### config.mk
export PLATFORM = sky130hd
export DESIGN_NAME = pe_bitserial_ctrl
export DESIGN_NICKNAME = d
export VERILOG_FILES = /design/src/rtl/pe_bitserial_ctrl_pkg.sv /design/src/rtl/pe_bitserial_ctrl_psum_acc.sv /design/src/rtl/pe_bitserial_ctrl.sv
export SDC_FILE = /design/constraint.sdc
export NUM_CORES = 1
export LEC_CHECK = 0
export ABC_AREA = 1
export CORE_ASPECT_RATIO = 1.1
export CORE_MARGIN = 4
export CORE_UTILIZATION = 35
export DETAILED_ROUTE_END_ITERATION = 8
export PLACE_DENSITY = 0.57
export SLEW_MARGIN = 20
export SYNTH_ARGS = -nofsm -noshare
export SYNTH_HDL_FRONTEND = slang
export SYNTH_SLANG_ARGS = --single-unit
### constraint.sdc
create_clock -name CLK -period 3.9 [get_ports CLK]
set_input_delay 0.39 -clock CLK [delete_from_list [all_inputs] [get_ports CLK]]
set_output_delay 0.39 -clock CLK [all_outputs]
set_load 0.03 [all_outputs]
### src/rtl/pe_bitserial_ctrl_pkg.sv
// Shared constants for the bit-serial PE controller: datapath widths, precision codes,
// FSM state type and the precision-to-slice-count helper.
package pe_bitserial_ctrl_pkg;

  localparam int unsigned BITS_ACT           = 8;
  localparam int unsigned BITS_WEIGHT        = 8;
  localparam int unsigned BITS_SIP_DOT_ADDER = BITS_ACT + BITS_WEIGHT;

  localparam logic [1:0] PREC_2B     = 2'd0;
  localparam logic [1:0] PREC_4B     = 2'd1;
  localparam logic [1:0] PREC_8B     = 2'd2;
  localparam logic [1:0] PREC_8B_ALT = 2'd3;

  typedef enum logic [1:0] {StIdle, StIssue, StDrain, StDone} state_e;

  // Index of the last 2-bit slice for a precision code (slice count minus one).
  function automatic logic [1:0] slice_last(input logic [1:0] prec);
    logic [1:0] last;
    case (prec)
      PREC_2B:     last = 2'd0;
      PREC_4B:     last = 2'd1;
      PREC_8B:     last = 2'd3;
      PREC_8B_ALT: last = 2'd3;
      default:     last = 2'd3;
    endcase
    return last;
  endfunction

endpackage

### src/rtl/pe_bitserial_ctrl_psum_acc.sv
// Shift-accumulate datapath: sign-extends each valid PE partial sum, shifts it by the
// slice weight and adds it into a wrapping accumulator.
module pe_psum_acc #(
  parameter int unsigned ACC_W  = 32,
  parameter int unsigned PSUM_W = 16
) (
  input  logic              CLK,
  input  logic              RESET,
  input  logic              clear,
  input  logic              valid,
  input  logic [3:0]        shift,
  input  logic [PSUM_W-1:0] psum,
  output logic [ACC_W-1:0]  acc
);

  logic [ACC_W-1:0] psum_ext;

  assign psum_ext = {{(ACC_W-PSUM_W){psum[PSUM_W-1]}}, psum};

  always_ff @(posedge CLK or posedge RESET) begin
    if (RESET) begin
      acc <= '0;
    end else if (clear) begin
      acc <= '0;
    end else if (valid) begin
      acc <= acc + (psum_ext << shift);
    end
  end

endmodule

### src/rtl/pe_bitserial_ctrl.sv
// Sequencer for a 2-bit-slice bit-serial PE: walks weight/activation slices, drives the PE
// select and sign controls, and accumulates the shifted partial sums into one dot product.
// Optional signed-activation support is enabled with `define PE_CTRL_SIGNED_ACT_EN.
module pe_bitserial_ctrl
  import pe_bitserial_ctrl_pkg::*;
#(
  parameter int unsigned ACC_W = 32
) (
  input  logic                          CLK,
  input  logic                          RESET,
  input  logic                          start_valid,
  output logic                          start_ready,
  input  logic [1:0]                    cfg_act_prec,
  input  logic [1:0]                    cfg_wgt_prec,
  input  logic                          cfg_signed_w,
`ifdef PE_CTRL_SIGNED_ACT_EN
  input  logic                          cfg_signed_a,
`endif
  output logic [1:0]                    o_act_sel,
  output logic [1:0]                    o_wgt_sel,
  output logic [1:0]                    o_BF,
  output logic                          o_SignI,
  input  logic [BITS_SIP_DOT_ADDER-1:0] i_psum,
  output logic [ACC_W-1:0]              o_result,
  output logic                          o_result_valid,
  input  logic                          i_result_ready,
  output logic                          o_busy
);

  state_e           state_q;
  logic [1:0]       na_last_q, nw_last_q, na_last_nxt, nw_last_nxt;
  logic             signed_w_q, signed_w_nxt;
  logic             accept, issue_last, issue_nxt;
  logic [1:0]       act_nxt, wgt_nxt;
  logic             psum_vld_q;
  logic [1:0]       act_d1_q, wgt_d1_q;
  logic [3:0]       shift;
  logic [ACC_W-1:0] acc;

  // Next-cycle slice selects; outputs are registered from these so they line up with state.
  always_comb begin
    accept       = (state_q == StIdle) && start_valid;
    issue_last   = (state_q == StIssue) && (o_act_sel == na_last_q) && (o_wgt_sel == nw_last_q);
    issue_nxt    = accept || ((state_q == StIssue) && !issue_last);
    na_last_nxt  = accept ? slice_last(cfg_act_prec) : na_last_q;
    nw_last_nxt  = accept ? slice_last(cfg_wgt_prec) : nw_last_q;
    signed_w_nxt = accept ? cfg_signed_w : signed_w_q;
    act_nxt      = 2'd0;
    wgt_nxt      = 2'd0;
    if ((state_q == StIssue) && !issue_last) begin
      if (o_act_sel == na_last_q) begin
        act_nxt = 2'd0;
        wgt_nxt = o_wgt_sel + 2'd1;
      end else begin
        act_nxt = o_act_sel + 2'd1;
        wgt_nxt = o_wgt_sel;
      end
    end
  end

  always_ff @(posedge CLK or posedge RESET) begin
    if (RESET) begin
      state_q        <= StIdle;
      start_ready    <= 1'b1;
      o_busy         <= 1'b0;
      na_last_q      <= 2'd0;
      nw_last_q      <= 2'd0;
      signed_w_q     <= 1'b0;
      o_act_sel      <= 2'd0;
      o_wgt_sel      <= 2'd0;
      o_BF           <= 2'd0;
      o_result       <= '0;
      o_result_valid <= 1'b0;
    end else begin
      na_last_q  <= na_last_nxt;
      nw_last_q  <= nw_last_nxt;
      signed_w_q <= signed_w_nxt;
      o_act_sel  <= act_nxt;
      o_wgt_sel  <= wgt_nxt;
      o_BF       <= {1'b0, issue_nxt && signed_w_nxt && (wgt_nxt == nw_last_nxt)};
      case (state_q)
        StIdle: begin
          if (accept) begin
            state_q     <= StIssue;
            start_ready <= 1'b0;
            o_busy      <= 1'b1;
          end
        end
        StIssue: begin
          if (issue_last) state_q <= StDrain;
        end
        StDrain: state_q <= StDone;
        StDone: begin
          // First DONE cycle snapshots the accumulator, which saw the last psum in DRAIN.
          if (!o_result_valid) begin
            o_result_valid <= 1'b1;
            o_result       <= acc;
          end else if (i_result_ready) begin
            o_result_valid <= 1'b0;
            state_q        <= StIdle;
            start_ready    <= 1'b1;
            o_busy         <= 1'b0;
          end
        end
        default: state_q <= StIdle;
      endcase
    end
  end

`ifdef PE_CTRL_SIGNED_ACT_EN
  logic signed_a_q, signed_a_nxt, sign_i_q;

  assign signed_a_nxt = accept ? cfg_signed_a : signed_a_q;

  always_ff @(posedge CLK or posedge RESET) begin
    if (RESET) begin
      signed_a_q <= 1'b0;
      sign_i_q   <= 1'b0;
    end else begin
      signed_a_q <= signed_a_nxt;
      sign_i_q   <= issue_nxt && signed_a_nxt && (act_nxt == na_last_nxt);
    end
  end

  assign o_SignI = sign_i_q;
`else
  assign o_SignI = 1'b0;
`endif

  // The PE registers its output, so each psum pairs with the selects of the previous cycle.
  always_ff @(posedge CLK or posedge RESET) begin
    if (RESET) begin
      psum_vld_q <= 1'b0;
      act_d1_q   <= 2'd0;
      wgt_d1_q   <= 2'd0;
    end else begin
      psum_vld_q <= (state_q == StIssue);
      act_d1_q   <= o_act_sel;
      wgt_d1_q   <= o_wgt_sel;
    end
  end

  assign shift = {({1'b0, act_d1_q} + {1'b0, wgt_d1_q}), 1'b0};

  pe_psum_acc #(
    .ACC_W  (ACC_W),
    .PSUM_W (BITS_SIP_DOT_ADDER)
  ) u_psum_acc (
    .CLK   (CLK),
    .RESET (RESET),
    .clear (accept),
    .valid (psum_vld_q),
    .shift (shift),
    .psum  (i_psum),
    .acc   (acc)
  );

endmodule

==> flow_summary.yaml <==
setup_path:
  cp.buffers_inverters: 4
  crit_type: "flop to flop"
  cp-start-kind: "flop"
  crit_path_max_fanout: 13
  worst_ep_arrival_time_ns: 3.62
  cp-end-kind: "flop"
  cp_common_cell: "nand2_1"
  max_stage_delay_ns: 0.49
  cp.required_ns: 4.15
  crit_path_cell_trace: "ha_2 > inv_1 > fa_1 > inv_1 > nor3_1 > ha_1 > inv_1 > fa_1 > inv_1 > nand3_1 > nand3_1 > nand2_1 > nand2_1 > nand2_1 > nand3_1 > nand2_1 > nand3_1 > nand2_1"
  slowest_stage: "fa_1"
  crit_family: "adder cells"
hold_path:
  hold_class: "input pin to asynchronous set/reset pin"
timing:
  rsz0062_at_grt: "false"
  final.period_utilization_pct: 86.48
  period_needed_ns: 3.373
  slew_violations: 0
  fin_skew_ns: 0.008758
  fin_tns_setup_ns: 0
  slew_headroom_pct: 36.19
  hold_viol_final: 0
  worst_slew_pin_slew_ns: 0.9537
  setup_viol_count_final: 0
  max_freq_ghz: 0.2965
route:
  via_count: 5936
  viasPerCell: 4.685
  wl_per_cell_um: 14.01
  drt_wl_total_um: 17760
  first_iter_violations: 395
  firstDrtPassIters: 5
  ant_nets: 0
  drcViolationCount: 0
logic_synthesis:
  synth_ff_type: "dfrtp_1"
  ys_types: 34
  synthTopCellsByCount: "nand2_1, inv_1, dfrtp_1"
  synth_seq_area_share_pct: 33.14
  yosysWarnings: 0
  syn_area_mm2: 0.006346
  synth_top_area_share_pct: 32.73
  synth_top_family_by_area: "simple AND/OR/NAND/NOR gates"
  synth-edff-count: 0
  synth.area.mux_share_pct: 3.726
  yosysTopAreaCell: "dfrtp_1"
  synth-simple-area-share_pct: 29.95
  ys_ff_latch: 84
  syn_inst: 962
  synth_area_leaders: "dfrtp_1, nand2_1, inv_1"
  synth-xor-area-share_pct: 0.9661
  synth_compound_area_share_pct: 11.26
  synth_fa_ha_area_share_pct: 8.517
  yosysMostFrequentCell: "nand2_1"
  postSynthAreaPerCell_um2: 6.597
  synthArstFlopShare_pct: 100.0
placement:
  portBuffers: 64
  placed_cell_area_mm2: 0.007247
  place_congestion: 0.9045
  placed_cells: 1251
  dp_hpwl_um: 14150
floorplanning:
  chipWidth_um: 136.4
  coreArea_mm2: 0.01774
  ios: 67
  rows: 51
  start_util_pct: 35.77
  dieArea_mm2: 0.02035
  die_y_um: 149.2
clock_tree:
  clockBufferDepth: 2
  clk_pin_slew_ns: 0.06
  numCtsBuffers: 9
  cts_tree: "done"
  insertion_delay_ns: 0.36
  cts_setup_buffers: 0
  root_buffer: "clkbuf_16"
  cts_max_level: 3
  cts.sinks: 84
global_route:
  grt_pass1_wl_um: 28740
  antenna_found_initial: 0
  grt_util_all_layers_pct: 18.15
  grt_max_degree: 52
  grt-ovfl-total: 0
  grt_pass1_vias: 5717
pwr:
  p_leak_nw: 4.185
  power_density_mw_per_mm2: 947.6
  vdd_drop_max_mv: 0.3662
cells_and_area:
  stdcell_count: 1267
  drive_above_1_share_pct: 6.122
  antenna_cells: 0
  area_delta_synth_final_pct: 19.28
  fill_cells: 1913
  design_area_mm2: 0.007570
  multi_input_area_mm2: 0.003466
  seqCellArea_mm2: 0.002103
  fin_nets: 1091
flow_run:
  cap_viol_max_count: 0
run_status:
  outcome: "completed"
[cells by family (layout without fill, tap and decap cells)]
kind of cell / Yosys count / after routing
compound gates: 138 / 138
fa+ha+maj: 42 / 42
simple gates: 468 / 468
mux: 22 / 22
xor+xnor: 7 / 7
other cells: 1 / 2
buf+inv: 200 / 266
flops: 84 / 84
[final cells by class]
| class | instances | area share [%] |
|---|---|---|
| Clock inverter | 5 | 0.8926 |
| Inverter | 178 | 8.843 |
| Tap cell | 238 | 3.934 |
| Clock buffer | 11 | 3.339 |
| Multi-Input combinational cell | 679 | 45.79 |
| Sequential cell | 84 | 27.79 |
| Timing Repair Buffer | 72 | 9.421 |
[per-stage QoR]
stage               utilization [%]  power [mW]  worst slack [ns]  hold WS [ns]
floorplan                         -       4.873            0.9886        0.4391
global placement              40.85       6.203            0.4784        0.4623
detailed placement            40.85       6.243            0.4900        0.4609
CTS                           42.66       7.219            0.4777        0.4743
global route                  42.67       7.918            0.1939        0.5128
finish                        42.67       7.173            0.5271        0.4525
[registers in the layout (all words and copies together) (netlist names), 2 cells and up]
name,flops
o_wgt_sel,2
nw_last_q,2
act_d1_q,2
o_result,32
state_q,2
wgt_d1_q,2
u_psum_acc.acc,32
na_last_q,2
o_act_sel,2
[layout by cell type, fill, tap and decap left out, drive strengths merged]
cell,n
mux2,13
nand4,5
and2,1
a21o,1
clkdlybuf4s50,64
nor2,70
and3,1
ha,40
xor2,4
dfstp,1
mux2i,9
o21bai,4
nand2,338
o21ai,89
a21boi,1
bufinv,1
xnor2,3
conb,2
inv,179
fa,2
a21oi,36
nor3,5
o22ai,7
nand3,48
clkinv,3
buf,8
dfrtp,83
clkbuf,11
[path summary, 6_finish.rpt]
path	cells past startpoint	slack [ns]	end	startpoint
hold / removal	2	0.45	o_result[11]$_DFFE_PP0P_	RESET
setup reg to reg	18	0.53	u_psum_acc.acc[24]$_DFFE_PP0P_	act_d1_q[0]$_DFF_PP0_
max in group asynchronous	3	2.73	start_ready$_DFFE_PP1P_	RESET
min in group CLK	2	0.47	signed_w_q$_DFF_PP0_	signed_w_q$_DFF_PP0_
setup / recovery	18	0.53	u_psum_acc.acc[24]$_DFFE_PP0P_	act_d1_q[0]$_DFF_PP0_
hold reg to reg	2	0.47	signed_w_q$_DFF_PP0_	signed_w_q$_DFF_PP0_
[metal layers]
| metal | global-route usage (%) | routed length (um) |
|---|---|---|
| met2 | 30.95 | 8718 |
| met4 | 8.216 | 590 |
| met5 | 0 | 0 |
| met3 | 2.564 | 702 |
| met1 | 22.67 | 7744 |
[power breakdown]
part           internal, mW  leakage (nW)  switching [mW]
clock                 0.541         0.158           0.397
combinational          1.61          2.94            3.16
sequential             1.22          1.08           0.241
total                  3.37          4.19            3.80
[what timing repair did]
action / in CTS / in global routing
endpoints found under the setup margin: 0 / 1
hold buffers: 0 / 0
resized for setup: 0 / 1
No activity file was read; power rests on OpenSTA's default activity.
